[src/rtl/result_writer.sv]
// result_writer: streams one NDWORDS-dword record to an AVMM slave as 16-bit beats,
// low half of each dword first, starting at base + index*record_size.
module result_writer #(
    parameter int NDWORDS = 3
) (
    input  logic                    i_clk,
    input  logic                    i_rstn,
    input  logic [31:0]             i_baseaddr,
    input  logic [31:0]             i_index,
    input  logic                    i_write,
    input  logic [32*NDWORDS-1:0]   i_data,
    output logic                    o_ready,
    output logic                    o_done,
    output logic                    avm_m0_write,
    output logic [31:0]             avm_m0_address,
    output logic [15:0]             avm_m0_writedata,
    output logic [1:0]              avm_m0_byteenable,
    input  logic                    avm_m0_waitrequest
);
    localparam int NBEATS = 2 * NDWORDS;
    localparam int BW = $clog2(NBEATS);
    localparam logic [0:0] IDLE  = 1'b0;
    localparam logic [0:0] WRITE = 1'b1;

    logic [0:0]            state_q, state_d;
    logic [31:0]           addr_q, addr_d;
    logic [32*NDWORDS-1:0] data_q, data_d;
    logic [BW-1:0]         beat_q, beat_d;
    logic                  done_q, done_d;
    logic                  accept, beat_done, last_beat;

    assign accept    = i_write && (state_q == IDLE);
    assign beat_done = (state_q == WRITE) && !avm_m0_waitrequest;
    assign last_beat = beat_q == BW'(NBEATS - 1);

    // The payload register shifts down one halfword per completed beat, so
    // the beat in flight always sits in the low 16 bits.
    always_comb begin
        state_d = state_q;
        addr_d  = addr_q;
        data_d  = data_q;
        beat_d  = beat_q;
        done_d  = 1'b0;
        if (accept) begin
            state_d = WRITE;
            addr_d  = i_baseaddr + i_index * 32'(4 * NDWORDS);
            data_d  = i_data;
            beat_d  = '0;
        end else if (beat_done) begin
            state_d = last_beat ? IDLE : WRITE;
            done_d  = last_beat;
            addr_d  = addr_q + 32'd2;
            data_d  = data_q >> 16;
            beat_d  = beat_q + BW'(1);
        end
    end

    always_ff @(posedge i_clk) begin
        if (!i_rstn) begin
            state_q <= IDLE;
            addr_q  <= '0;
            data_q  <= '0;
            beat_q  <= '0;
            done_q  <= 1'b0;
        end else begin
            state_q <= state_d;
            addr_q  <= addr_d;
            data_q  <= data_d;
            beat_q  <= beat_d;
            done_q  <= done_d;
        end
    end

    assign o_ready           = state_q == IDLE;
    assign o_done            = done_q;
    assign avm_m0_write      = state_q == WRITE;
    assign avm_m0_address    = addr_q;
    assign avm_m0_writedata  = data_q[15:0];
    assign avm_m0_byteenable = {2{avm_m0_write}};
endmodule

[config.mk]
export PLATFORM = sky130hd
export DESIGN_NAME = result_writer
export DESIGN_NICKNAME = d
export VERILOG_FILES = /design/src/rtl/result_writer.sv
export SDC_FILE = /design/constraint.sdc
export NUM_CORES = 1
export LEC_CHECK = 0
export ABC_AREA = 1
export BUFFER_PORTS_ARGS = -buffer_cell sky130_fd_sc_hd__buf_2
export CORE_MARGIN = 8
export CORE_UTILIZATION = 61
export CTS_BUF_LIST = sky130_fd_sc_hd__clkbuf_8
export CTS_CLUSTER_SIZE = 16
export DETAILED_ROUTE_END_ITERATION = 8
export HOLD_SLACK_MARGIN = 0.02
export PLACE_DENSITY = 0.91
export SETUP_SLACK_MARGIN = 0.02
export SKIP_CTS_REPAIR_TIMING = 1
export SLEW_MARGIN = 25
export SYNTH_ARGS = -nofsm -noshare
export SYNTH_HDL_FRONTEND = slang
export SYNTH_SLANG_ARGS = --single-unit
[constraint.sdc]
create_clock -name i_clk -period 6.6 [get_ports i_clk]
set_input_delay 0.66 -clock i_clk [delete_from_list [all_inputs] [get_ports i_clk]]
set_output_delay 0.66 -clock i_clk [all_outputs]
set_load 0.03 [all_outputs]
; After elaboration in Yosys (flattened, before gate mapping)
; Index checks and enable logic that the tools add are counted.
[word_totals]
out_inout_bits = 53
inputBits = 164
register_bits = 133
elab_cells = 26
[classes]
n_reduce_logical = 6
n_mux = 7
n_eq_ne = 1
n_addsub = 3
bitwise = 3
multipliers = 1
[op_table]
columns = op, n
row1 = 2-to-1 mux 96 bit, 2
row2 = 2-to-1 mux 32 bit, 2
row3 = adder 32 x 2 -> 32 bit (second input constant), 1
row4 = adder 32 bit, 1
row5 = multiplier 32 x 2 -> 30 bit (second input constant), 1
row6 = adder 3 x 1 -> 3 bit (second input constant), 1
row7 = equality test 3 bit (second input constant), 1
row8 = 2-to-1 mux 1 bit, 3
row9 = inverter 1 bit, 3
row10 = OR reduction 3 bit, 1
row11 = logical AND 1 bit, 2
row12 = nonzero test 2 bit, 1
row13 = OR reduction 2 bit, 1
row14 = logical NOT 1 bit, 1

; Logic depth before layout (Yosys ltp)
; Gate-level depths: netlist of the first run.
[logic_depth]
ltp_word = 4
mapped_depth = 25
depth_no_buf = 25

; Least setup slack after synthesis of the first run
; OpenSTA, ideal clock, no wires.
[synth_timing]
path_type = input to register
from = input i_index[0]
to = register addr_q[31], in the netlist avm_m0_address[31]
t_arrival_ps = 3366
n_path_buf = 0
path_stages = 23
path_slack_ps = 3101
setup_ps = 132
required_time_ps = 6468
path_cell_list = ha_1 > fa_1 > nand3_1 > nand2_1 > a21oi_1 > o211ai_1 > a21boi_1 > o21ai_0 > nand2_1 > nand2_1 > ha_1 > nand2_1 > inv_1 > nand2_1 > nand2_1 > a21oi_1 > nand2_1 > a21oi_1 > inv_1 > nand2_1 > nand3_1 > nand2_1 > a21oi_1
[synth_via]
elab_chain_cells = 3
[synth_lines]
columns = element, line
row1 = start: declaration, 9  ; input logic [31:0] i_index,
row2 = multiplier 32 x 2 -> 30 bit, 46  ; addr_d = i_baseaddr + i_index * 32'(4 * NDWORDS);
row3 = adder 32 bit, 46
row4 = 2-to-1 mux 32 bit, 44  ; if (accept) begin
row5 = end signal: assignment, 67  ; addr_q <= addr_d;
row6 = end: declaration, 26  ; logic [31:0] addr_q, addr_d;
; Every way passes these cells.
; A chain may end at the register's enable or synchronous reset.

; Worst setup path after layout of the first run
[layout_timing]
from = register state_q, in the netlist avm_m0_write
to = register data_q[66]
[layout_via]
elab_chain_cells = 3
word_cells_on_any_way = 5
classes_between = 1 x mux / 1 x bitwise / 3 x reduce/logical
[layout_lines]
columns = element, line
row1 = start: declaration, 25  ; logic [0:0] state_q, state_d;
row2 = start signal: assignment, 66  ; state_q <= state_d;
row3 = inverter 1 bit, 32  ; assign accept = i_write && (state_q == IDLE);
row4 = logical AND 1 bit, 32
row5 = 2-to-1 mux 96 bit / nonzero test 2 bit (equally long branches), -
row6 = end signal: assignment, 68  ; data_q <= data_d;
row7 = end: declaration, 27  ; logic [32*NDWORDS-1:0] data_q, data_d;
; Several ways; a longest one is shown, not always the timed one.

==> run_results.csv, run 1 <==
group,metric,value,unit
synthesis,synth_edf_count,0,
clock_network,cts-htree-levels,4,
timing,setup_viol_count_final,0,
synthesis,synth_adder_area_share,8.74,%
setup_path,crit_required,6.88,ns
floorplan,pin_count,217,
pwr,clock_power_share,25.7,%
placement,port_buffers,214,
floorplan,row_count,46,
timing,skew,0.0140,ns
placement,globalplace.congestion,0.964,
timing,max_freq,245,MHz
clock_network,cts_tree,"done",
timing,worst_pin_slew,1.02,ns
global_route,grt_pass1_wl,46700,µm
clock_network,clock-root-buffer,"clkbuf_8",
detailed_routing,vias_per_cell,5.62,
floorplan,chipHeight,142,µm
synthesis,synth.cell_area,9620,µm²
detailed_routing,vias,10600,
detailed_routing,wirelength,29100,µm
floorplan,start_util,61.4,%
detailed_routing,drt_iter0_markers,1151,
timing,tns,0,ns
pwr,fin_total_pwr,2.56,mW
synthesis,synth_area_leaders,"dfxtp_1 (28%), nand2_1 (20%), ha_1 (8.3%), a21oi_1 (7.2%), o21ai_0 (5.1%)",
finish,area_growth,14.4,%
global_route,grt_max_degree,93,
synthesis,synth.area.mux_share,0,%
global_route,grt_pass1_vias,9967,
pwr,peakVddDrop,0.000154,V
timing,period_share,61.9,%
synthesis,synth_cells,1499,
placement,dp.cells,1857,
pwr,power.density,232,nW/µm²
detailed_routing,postRouteAntennaNets,0,
setup_path,rr_endpoint,"data_q[66]",
timing,hold_viol_final,0,
synthesis,synth_top_family_by_area,"simple AND/OR/NAND/NOR gates",
setup_path,crit_type,"reg2reg",
clock_network,clkTransAtPathRegs,0.09,ns
status,outcome,"complete, no violations",
timing,period_needed,4.09,ns
timing,fin_hold_ws,0.448,ns
setup_path,r2r_start,"avm_m0_write",
finish,final_cells,1891,
clock_network,worstSkewPairLatency,0.45,ns
setup_path,arrival,4.37,ns
synthesis,synth_ff_type,"dfxtp_1",
synthesis,synthArstFlopShare,0,%
synthesis,synthSimpleGateAreaFrac,30.9,%
global_route,antenna_found_initial,3,
setup_path,critPathMaxFanout,87,
global_route,track_usage,28.3,%
min_path,min_from,"i_data[85]",
pwr,switchingPower,1.05,mW
pwr,share_comb_of_total_power,38.1,%
timing,slew_violations,0,
min_path,min_path_type,"in2reg",
floorplan,core-area,15700,µm²
synthesis,synth_common_cells,"nand2_1 (513), a21oi_1 (138), dfxtp_1 (133)",
synthesis,synth_top_cell_by_area,"dfxtp_1",
pwr,power_leakage,5.20,nW
floorplan,die_area,20000,µm²
synthesis,yosysMostFrequentCell,"nand2_1",
detailed_routing,drt-wirelength-per-cell,15.4,µm
finish,drive_gt1_share,16.7,%
synthesis,synth_top_area_share,27.7,%
clock_network,max-clock-path-buffers,2,
pwr,p_sw_share,41.0,%
setup_path,reg2reg_depth,8,
finish,nNetsFinal,1890,
timing,rsz0062_at_grt,"false",
detailed_routing,drc,0,
floorplan,die_w,142,µm
synthesis,seq_area_frac_synth,27.7,%
setup_path,worst_setup_path_start_kind,"flip-flop",
flow_run,maxCapViolations,0,
synthesis,syn-num-nets,1729,
synthesis,ys_ff_latch,133,
synthesis,ys_types,53,
clock_network,cts.sinks,133,
min_path,hold_end,"data_q[85]",
timing,slew_headroom,31.7,%
placement,post-dp-hpwl,22200,µm
setup_path,rrSetupSlack,2.51,ns
synthesis,yosys_warnings,0,
min_path,min_path_cells,3,
detailed_routing,drt-pass1-iter-count,6,
pwr,seqPwrFrac,36.2,%
setup_path,worstSetupEndpointType,"flip-flop",
synthesis,synth_xor_area_share,4.37,%
synthesis,synth_compound_area_share,19.7,%
global_route,grt-ovfl-total,0,
clock_network,cts_buffers,17,
synthesis,syn_area_per_cell,6.42,µm²
pwr,p_int,1.51,mW
power groups by stage:
stage	logic (mW)	registers (mW)	clock network, mW
after global routing	1.09	0.935	0.697
final	0.973	0.926	0.656
after global placement	0.939	0.939	0
after detailed placement	0.955	0.942	0
after floorplan	0.660	0.974	0
after CTS	0.963	0.924	0.663
routing by layer:
metal / up-vias / wire, µm / part of all wire (%) / track usage (%)
met5: - / 0 / 0 / 0
met4: 0 / 1150 / 4.0 / 13.8
met3: 81 / 2230 / 7.7 / 4.64
met2: 476 / 13500 / 46 / 46.5
met1: 4783 / 12200 / 42 / 35.5
li1: 5294 / - / - / -
critical path, cell delays in order (launching register included):
cell      delay, ns
dfxtp_1        0.37
nor2_4         0.42
inv_2          0.04
buf_4          0.37
nand2_1        0.86
clkinv_2       1.04
buf_4          0.58
nand2_1        0.12
a31oi_1        0.09
worst max path at each step:
stage                       startpoint                 end  slack [ns]  cells after the start
after floorplan             i_index[0]  avm_m0_address[31]        3.10                     23
after global placement         i_write          data_q[48]        2.26                     10
after detailed placement       i_write          data_q[66]        2.18                     10
after CTS                 avm_m0_write          data_q[66]        2.53                      8
after global routing      avm_m0_write          data_q[66]        2.21                      8
final                     avm_m0_write          data_q[66]        2.51                      8
stage by stage:
stage	util [%]	setup slack [ns]	area, µm²
final	70.3	2.51	11000
after global routing	70.3	2.21	11000
after CTS	70.2	2.53	11000
after detailed placement	67.8	2.18	10600
after global placement	67.8	2.26	10600
after floorplan	-	3.10	9620
logic make-up (layout without fill, tap and decap cells):
family          after synthesis  in the layout
other cells                   0              3
compound gates              341            341
xor+xnor                     48             48
simple gates                720            720
buf+inv                     191            364
flops                       133            133
fa+ha+maj                    66             66
flip-flops by register name (all words and copies together), names as in the netlist:
signal / flops
data_q: 96
avm_m0_write: 1
avm_m0_address: 32
beat_q: 3
o_done: 1
area by class of cell:
type                    count  area, µm²
well taps                 216        270
diodes                      3       7.51
flip-flops and latches    133       2660
clock inverters            14        143
multi-input cells        1175       6150
repair buffers            219       1110
clock buffers              17        234
fillers                  1370       4650
inverters                 114        429
cell usage in the layout (no fill, tap or decap), drive strengths merged, types with 31 or more instances in the layout:
cell type    n
nand2      519
buf        219
a21oi      139
dfxtp      133
inv        119
o21ai      102
nor2        98
ha          64
a31oi       61
nand3       51
xor2        31
Note: power is estimated with default switching activity, not from simulation.
==> run 2: changes to the inputs <==
Settings changed: CORE_UTILIZATION 61 to 57, PLACE_DENSITY 0.91 to 0.85.
Clock period 6.6 ns to 3.78 ns, I/O delays scaled along.
==> run 2 against run 1 <==
Via count down 1.4%. Register-to-register slack worse by 1.0 ns. Worst setup slack worse by 2.1 ns. Clock skew about the same. Routed wire length up 0.81%. Critical path type is now in2reg. Largest cell class unchanged. Largest power group unchanged.
==> run_results.csv, run 2 (same netlist as run 1, synthesis figures left out) <==
group,metric,value,unit
status,outcome,"complete, no violations",
min_path,min_path_cells,3,
setup_path,max_stage_delay,0.42,ns
global_route,track_usage,26.8,%
timing,period_needed,3.32,ns
finish,drive_gt1_share,17.3,%
finish,final_common_cell,"nand2_1",
timing,skew,0.0139,ns
setup_path,cp_slowest_cell,"fa_1",
global_route,grt_max_degree,93,
global_route,grt_pass1_vias,9916,
timing,slew_headroom,37.7,%
clock_network,cts-htree-levels,4,
placement,globalplace.congestion,0.980,
floorplan,row_count,47,
setup_path,reg2reg_depth,9,
detailed_routing,vias,10500,
clock_network,max-clock-path-buffers,2,
global_route,grt-ovfl-total,0,
finish,stdcell_area,11100,µm²
pwr,power.density,412,nW/µm²
clock_network,clkTransAtPathRegs,0.09,ns
clock_network,clock-root-buffer,"clkbuf_8",
floorplan,chipHeight,146,µm
detailed_routing,drc,0,
detailed_routing,drt-pass1-iter-count,5,
setup_path,crit_type,"in2reg",
setup_path,worstSetupEndpointType,"flip-flop",
timing,rsz0062_at_grt,"false",
placement,dpl-instance-area,10700,µm²
setup_path,crit_required,4.11,ns
pwr,peakVddDrop,0.000294,V
finish,largest_register,"data_q",
floorplan,core-area,16500,µm²
global_route,grtUsageMet1,34.5,%
pwr,power_leakage,5.30,nW
clock_network,cts_buffers,17,
min_path,min_path_type,"in2reg",
timing,fin_hold_ws,0.148,ns
timing,hold_viol_final,0,
timing,max_freq,301,MHz
setup_path,crit_chain,"buf_2 > ha_1 > fa_1 > nand3_1 > nand2_1 > a21oi_1 > o211ai_1 > a21boi_1 > o21ai_0 > nand2_1 > nand2_1 > ha_1 > nand2_1 > nor2_1 > nand2_1 > nor4_1 > nand2_1 > nand2_1 > a21oi_1 > o21ai_0 > a21oi_1",
global_route,top_usage_layer,"met2",
timing,worst_pin_slew,0.932,ns
setup_path,crit_top_cell,"nand2_1",
clock_network,cts_tree,"done",
detailed_routing,vias_per_cell,5.50,
finish,fillers,1554,
clock_network,cts.sinks,133,
setup_path,worst_setup_path_start_kind,"primary input",
floorplan,die_w,146,µm
timing,tns,0,ns
floorplan,die_area,21300,µm²
timing,period_share,87.9,%
flow_run,maxCapViolations,0,
finish,largest_register_ffs,96,
floorplan,pin_count,217,
finish,area_growth,15.8,%
placement,post-dp-hpwl,22400,µm
clock_network,worstSkewPairLatency,0.45,ns
finish,layout_common_cells,"nand2_1 (513), buf_2 (214), a21oi_1 (138)",
detailed_routing,postRouteAntennaNets,0,
detailed_routing,wirelength,29300,µm
finish,nNetsFinal,1902,
global_route,use_met3,5.50,%
global_route,antenna_found_initial,1,
timing,slew_violations,0,
timing,setup_viol_count_final,0,
setup_path,critPathMaxFanout,4,
setup_path,arrival,3.65,ns
placement,port_buffers,214,
floorplan,start_util,58.2,%
global_route,grt_use_met2,43.8,%
global_route,grt_pass1_wl,47800,µm
detailed_routing,drt-wirelength-per-cell,15.4,µm
detailed_routing,drt_iter0_markers,883,
run 2: cell types whose count changed in the layout (fill, tap and decap cells not counted), sizes merged:
cell | before | now
bufinv | 1 | 2
inv | 119 | 122
clkinvlp | 5 | 1
buf | 219 | 231
clkbuf | 17 | 18
diode | 3 | 1
run 2: final cells by class:
cell class | count | area (µm²) | share of cell area, %
Antenna cell | 1 | 2.50 | 0.0225
Clock buffer | 18 | 248 | 2.22
Clock inverter | 14 | 164 | 1.47
Inverter | 114 | 428 | 3.84
Multi-Input combinational cell | 1175 | 6150 | 55.2
Sequential cell | 133 | 2660 | 23.9
Tap cell | 220 | 275 | 2.47
Timing Repair Buffer | 231 | 1210 | 10.9
run 2: path summary, 6_finish.rpt:
path	startpoint	slack (ns)	to
max reg2reg	avm_m0_write	1.50	data_q[48]
min	i_baseaddr[0]	0.15	avm_m0_address[0]
min reg2reg	data_q[92]	0.46	data_q[92]
max	i_index[0]	0.46	avm_m0_address[28]
run 2: per-layer routing:
metal / share of wire [%] / vias up
met3: 6.7 / 49
li1: - / 5316
met5: 0 / -
met1: 45 / 4747
met4: 2.6 / 0
met2: 46 / 370
run 2: stage by stage:
step | setup WS (ns) | power, mW | cells | util [%]
2_1_floorplan | 0.563 | 2.85 | 1499 | -
3_3_place_gp | 0.134 | 3.31 | 1873 | 64.9
3_5_place_dp | 0.0748 | 3.33 | 1873 | 64.9
4_1_cts | 0.547 | 4.57 | 1905 | 67.4
5_1_grt | 0.189 | 4.88 | 1906 | 67.4
6_report | 0.459 | 4.58 | 1906 | 67.4
run 2: critical path: cells and delay by family:
kind                       cells  cell delay (ns)
adders and majority gates      3             0.95
AOI/OAI and AO/OA              7             1.14
buffers and inverters          1             0.12
and+or+nand+nor               10             1.08
run 2: report_power, final:
part | switching, mW | internal, mW
Clock | 0.627 | 0.624
Sequential | 0.0998 | 1.52
Combinational | 1.12 | 0.600
Total | 1.84 | 2.74
